$ cat config.mk
export PLATFORM = sky130hd
export DESIGN_NAME = gpio_arbiter
export DESIGN_NICKNAME = d
export VERILOG_FILES = /design/src/rtl/gpio_arb_pkg.sv /design/src/rtl/rr_arbiter2.sv /design/src/rtl/gpio_arbiter.sv
export SDC_FILE = /design/constraint.sdc
export NUM_CORES = 1
export LEC_CHECK = 0
export ABC_CLOCK_PERIOD_IN_PS = 3320
export CAP_MARGIN = 20
export CORE_ASPECT_RATIO = 0.6
export CORE_MARGIN = 3
export CORE_UTILIZATION = 45
export DETAILED_ROUTE_END_ITERATION = 10
export HOLD_SLACK_MARGIN = 0.1
export PLACE_DENSITY = 0.79
export REMOVE_ABC_BUFFERS = 1
export SLEW_MARGIN = 30
export SYNTH_ARGS = -nofsm -noshare
export SYNTH_HDL_FRONTEND = slang
export SYNTH_SLANG_ARGS = --single-unit
$ cat constraint.sdc
create_clock -name clk -period 3.32 [get_ports clk]
set_clock_uncertainty 0.2 [all_clocks]
set_input_delay 0.664 -clock clk [delete_from_list [all_inputs] [get_ports clk]]
set_output_delay 0.664 -clock clk [all_outputs]
set_load 0.02 [all_outputs]
$ cat src/rtl/gpio_arb_pkg.sv
// Shared types and widths for the two-requester gpio port arbiter.
package gpio_arb_pkg;

  localparam int unsigned TIMEOUT_W = 8;
  localparam int unsigned DATA_W    = 8;

  typedef enum logic [1:0] {
    IDLE  = 2'd0,
    ISSUE = 2'd1,
    WAIT  = 2'd2,
    DONE  = 2'd3
  } state_t;

  typedef enum logic {
    OP_READ  = 1'b0,
    OP_WRITE = 1'b1
  } op_t;

endpackage

$ cat src/rtl/rr_arbiter2.sv
// Two-way round-robin pick: a lone requester wins, a tie goes to the one not served last.
module rr_arbiter2 (
  input  logic req0,
  input  logic req1,
  input  logic last_grant,
  output logic grant_c,
  output logic valid_c
);

  // Combinational winner selection
  always_comb begin
    valid_c = req0 | req1;
    grant_c = 1'b0;
    if (req0 && req1) begin
      grant_c = ~last_grant;
    end else if (req1) begin
      grant_c = 1'b1;
    end
  end

endmodule

$ cat src/rtl/gpio_arbiter.sv
// Shares one gpio peripheral port between two requesters: round-robin grant,
// one transaction in flight, optional per-transaction timeout.
module gpio_arbiter
  import gpio_arb_pkg::*;
#(
  parameter int unsigned size_addr = 1,
  parameter int unsigned timeout   = 8
) (
  input  logic                 clk,
  input  logic                 reset,
  input  logic                 m0_read,
  input  logic                 m0_write,
  input  logic [size_addr-1:0] m0_address,
  input  logic [DATA_W-1:0]    m0_data_in,
  output logic [DATA_W-1:0]    m0_data_out,
  output logic                 m0_ready_r,
  output logic                 m0_ready_w,
  output logic                 m0_error,
  input  logic                 m1_read,
  input  logic                 m1_write,
  input  logic [size_addr-1:0] m1_address,
  input  logic [DATA_W-1:0]    m1_data_in,
  output logic [DATA_W-1:0]    m1_data_out,
  output logic                 m1_ready_r,
  output logic                 m1_ready_w,
  output logic                 m1_error,
  output logic                 p_read,
  output logic                 p_write,
  output logic [size_addr-1:0] p_address,
  output logic [DATA_W-1:0]    p_data_w,
  input  logic [DATA_W-1:0]    p_data_r,
  input  logic                 p_ready_r,
  input  logic                 p_ready_w
);

  localparam logic                 TO_EN   = (timeout != 0);
  localparam logic [TIMEOUT_W-1:0] TO_LAST = TIMEOUT_W'(timeout - 1);

  state_t                 state;
  op_t                    op;
  logic                   gnt;
  logic                   last_grant;
  logic [TIMEOUT_W-1:0]   cnt;
  logic [1:0]             rdy_r;
  logic [1:0]             rdy_w;
  logic [1:0]             err;
  logic [1:0][DATA_W-1:0] dout;

  logic                   pick_c;
  logic                   pick_valid_c;
  logic                   sel_write_c;
  logic [size_addr-1:0]   sel_addr_c;
  logic [DATA_W-1:0]      sel_data_c;
  logic                   match_c;

  rr_arbiter2 u_rr (
    .req0       (m0_read | m0_write),
    .req1       (m1_read | m1_write),
    .last_grant (last_grant),
    .grant_c    (pick_c),
    .valid_c    (pick_valid_c)
  );

  // Route the picked requester's payload and detect the matching peripheral done
  always_comb begin
    sel_write_c = pick_c ? m1_write   : m0_write;
    sel_addr_c  = pick_c ? m1_address : m0_address;
    sel_data_c  = pick_c ? m1_data_in : m0_data_in;
    match_c     = (op == OP_WRITE) ? p_ready_w : p_ready_r;
  end

  // Transaction FSM with latched request and registered outputs
  always_ff @(posedge clk) begin
    if (!reset) begin
      state      <= IDLE;
      op         <= OP_READ;
      gnt        <= 1'b0;
      last_grant <= 1'b1;
      cnt        <= '0;
      rdy_r      <= '0;
      rdy_w      <= '0;
      err        <= '0;
      dout       <= '0;
      p_read     <= 1'b0;
      p_write    <= 1'b0;
      p_address  <= '0;
      p_data_w   <= '0;
    end else begin
      p_read  <= 1'b0;
      p_write <= 1'b0;
      rdy_r   <= '0;
      rdy_w   <= '0;
      err     <= '0;
      case (state)
        IDLE: begin
          cnt <= '0;
          if (pick_valid_c) begin
            gnt       <= pick_c;
            op        <= sel_write_c ? OP_WRITE : OP_READ;
            p_address <= sel_addr_c;
            p_data_w  <= sel_data_c;
            p_write   <= sel_write_c;
            p_read    <= ~sel_write_c;
            state     <= ISSUE;
          end
        end
        ISSUE: begin
          cnt   <= '0;
          state <= WAIT;
        end
        WAIT: begin
          if (match_c) begin
            if (op == OP_WRITE) begin
              rdy_w[gnt] <= 1'b1;
            end else begin
              rdy_r[gnt] <= 1'b1;
              dout[gnt]  <= p_data_r;
            end
            state <= DONE;
          end else if (TO_EN && (cnt == TO_LAST)) begin
            if (op == OP_WRITE) begin
              rdy_w[gnt] <= 1'b1;
            end else begin
              rdy_r[gnt] <= 1'b1;
            end
            err[gnt] <= 1'b1;
            state    <= DONE;
          end else begin
            cnt <= cnt + TIMEOUT_W'(1);
          end
        end
        DONE: begin
          last_grant <= gnt;
          state      <= IDLE;
        end
        default: state <= IDLE;
      endcase
    end
  end

  assign m0_ready_r  = rdy_r[0];
  assign m0_ready_w  = rdy_w[0];
  assign m0_error    = err[0];
  assign m0_data_out = dout[0];
  assign m1_ready_r  = rdy_r[1];
  assign m1_ready_w  = rdy_w[1];
  assign m1_error    = err[1];
  assign m1_data_out = dout[1];

endmodule
==> impl_metrics.json <==
{
  "outcome": "complete, no violations",
  "endpoint_kind": "flip-flop",
  "fin_nets": 337,
  "regArea_um2": 921,
  "synth_area_um2": 1970,
  "crit_family": "simple AND/OR/NAND/NOR gates",
  "detail-route-antenna-nets": 0,
  "die_h_um": 57.2,
  "insertion_delay_ns": 0.29,
  "r2r_slack_ns": 1.11,
  "num-fill-cells": 333,
  "grt_util_all_layers": 0.191,
  "period_needed_ns": 2.59,
  "yosysSeqAreaShare": 0.468,
  "via_count": 1883,
  "multi_input_area_um2": 985,
  "layout-drive-gt1-share": 0.0669,
  "power_density_nw_per_um2": 571,
  "worstPathArrival_ns": 2.54,
  "slowest_delay_ns": 0.75,
  "ys_types": 36,
  "dp_slack_ns": 0.363,
  "htreeDepth": 2,
  "grt_use_met1": 0.275,
  "grt_use_met3": 0.0830,
  "finalHoldViolations": 0,
  "use_met2": 0.267,
  "cp_slowest_cell": "nor4_1",
  "tns_ns": 0,
  "cts.sink_count": 46,
  "cts_tree": "yes",
  "async_reset_ff_frac": 0,
  "setup_violations": 0,
  "clockRootBuffer": "clkbuf_8",
  "start_util": 0.500,
  "drt_first_pass_iters": 5,
  "max-cap-violations": 0,
  "final_cell_mix": "clkdlybuf4s50_1 (66), nand2_1 (47), dfxtp_1 (46)",
  "die_area_um2": 5230,
  "wl_per_cell_um": 13.8,
  "max_freq_mhz": 385,
  "avgSynthCellArea_um2": 8.44,
  "cts_resized": 0,
  "setup_ws_ns": 0.726,
  "hpwl_um": 3700,
  "core.rowCount": 17,
  "rsz0062_at_grt": "false",
  "path_buf_inv": 1,
  "drtIter0Drc": 86,
  "synth-main-ff-cell": "dfxtp_1",
  "hold_path_class": "reg -> reg",
  "syn_to_final_growth_pct": 41.4,
  "slew_headroom": 0.440,
  "cts_setup_buffers": 0,
  "path_cells": "clkdlybuf4s50_1 -> nor4_1 -> nor2_2 -> o21ai_0 -> a21oi_1",
  "overflow": 0,
  "yosysWarnings": 0,
  "grt_max_degree": 25,
  "setup.worst_path.class": "in -> reg",
  "synth-edff-count": 0,
  "ir_worst_vdd_v": 0.000280,
  "ys_ff_latch": 46,
  "grt_pass1_wl_um": 8060,
  "antenna_found_initial": 0,
  "startpoint_type": "primary input",
  "layout_commonest_cell": "clkdlybuf4s50_1",
  "ctsHoldBuffers": 0,
  "globalplace.congestion": 0.827,
  "core_area_um2": 3940,
  "io_buffers": 66,
  "clk_pin_slew_worst_paths_ns": 0.08,
  "insertedDiodeCount": 0,
  "grt_pass1_vias": 1711,
  "crit_required_ns": 3.27,
  "p_leak_nw": 1.06,
  "worst_pin_slew_ns": 0.833,
  "cts_made_buffers": 5,
  "netlist_instances": 233,
  "min_period_over_period": 0.781,
  "vias_per_cell": 5.29,
  "cp_max_fo": 19,
  "routed_wl_um": 4910,
  "drc": 0,
  "die_w_um": 91.4,
  "slew_violations": 0,
  "grt-busiest-layer": "met1",
  "io_pins": 67,
  "clock_path_buffers": 2
}
[kinds of logic (layout without fill, tap and decap cells)]
group | Yosys count | count (layout) | share of synthesized area
DFF | 46 | 46 | 0.468
adders and majority gates | 5 | 5 | 0.0318
AOI/OAI and AO/OA | 62 | 62 | 0.189
muxes | 12 | 12 | 0.0630
and+or+nand+nor | 90 | 90 | 0.214
buffers and inverters | 18 | 84 | 0.0343
[through the flow]
step	instances	power (W)	util	instance area [um2]	hold WS, ns
2_1_floorplan	221	0.00101	-	1920	0.272
3_3_place_gp	348	0.00124	0.682	2680	0.242
3_5_place_dp	348	0.00125	0.683	2690	0.248
4_1_cts	356	0.00159	0.706	2780	0.260
5_1_grt	356	0.00169	0.707	2780	0.283
6_report	356	0.00159	0.707	2780	0.256
[registers in the layout, indices dropped and copies added (netlist names)]
signal       count
state            2
rdy_w            2
err              2
p_address        1
p_data_w         8
op               1
last_grant       1
rdy_r            2
gnt              1
cnt              8
m1_data_out      8
p_read           1
m0_data_out      8
p_write          1
[cell usage after synthesis, types with 2 or more instances]
cell       n  area [um2]
nand2_1   47         176
nor2_1     8        30.0
a31oi_1    4        25.0
nand3_1    7        35.0
dfxtp_1   46         921
o21ai_0   13        65.1
mux2i_1   11         110
and3_1     6        37.5
and2_1     3        18.8
o41ai_1    2        17.5
clkbuf_1  11        41.3
nand4_1    2        12.5
nor3_1     5        25.0
inv_1      6        22.5
o31a_1     2        17.5
a21oi_1   32         160
ha_1       5        62.6
nand2b_1   5        31.3
[tightest hold or removal path, delay by kind of cell, from the launching register on]
| family | cells | cell delay (ns) |
|---|---|---|
| AOI/OAI and AO/OA | 1 | 0.05 |
| and+or+nand+nor | 1 | 0.05 |
| DFF | 1 | 0.31 |
[final timing paths]
path,from,end,depth (start not counted)
worst min register to register,m0_data_out[1],m0_data_out[1],2
worst min-delay path,m0_data_out[1],m0_data_out[1],2
worst max-delay path,m1_write,p_data_w[6],5
worst max register to register,state[1],cnt[4],4
[routing by layer]
layer  routed length [um]  part of all wire
met2                 1980              0.40
met3                  434             0.088
met5                    0                 0
met4                   19            0.0039
met1                 2480              0.50
[final cells by class]
cell class | instances | area share
multi-input combinational | 169 | 0.354
sequential | 46 | 0.331
timing repair buffer | 70 | 0.248
clock buffer | 7 | 0.0310
tap | 57 | 0.0256
inverter | 6 | 0.00810
clock inverter | 1 | 0.00180
[report_power, final]
group	switching, W	internal [W]	leakage (nW)
Sequential	0.0000587	0.000631	0.374
Clock	0.000178	0.000168	0.0482
Combinational	0.000308	0.000245	0.642
Total	0.000545	0.00104	1.06
(Power assumes the default switching activity.)
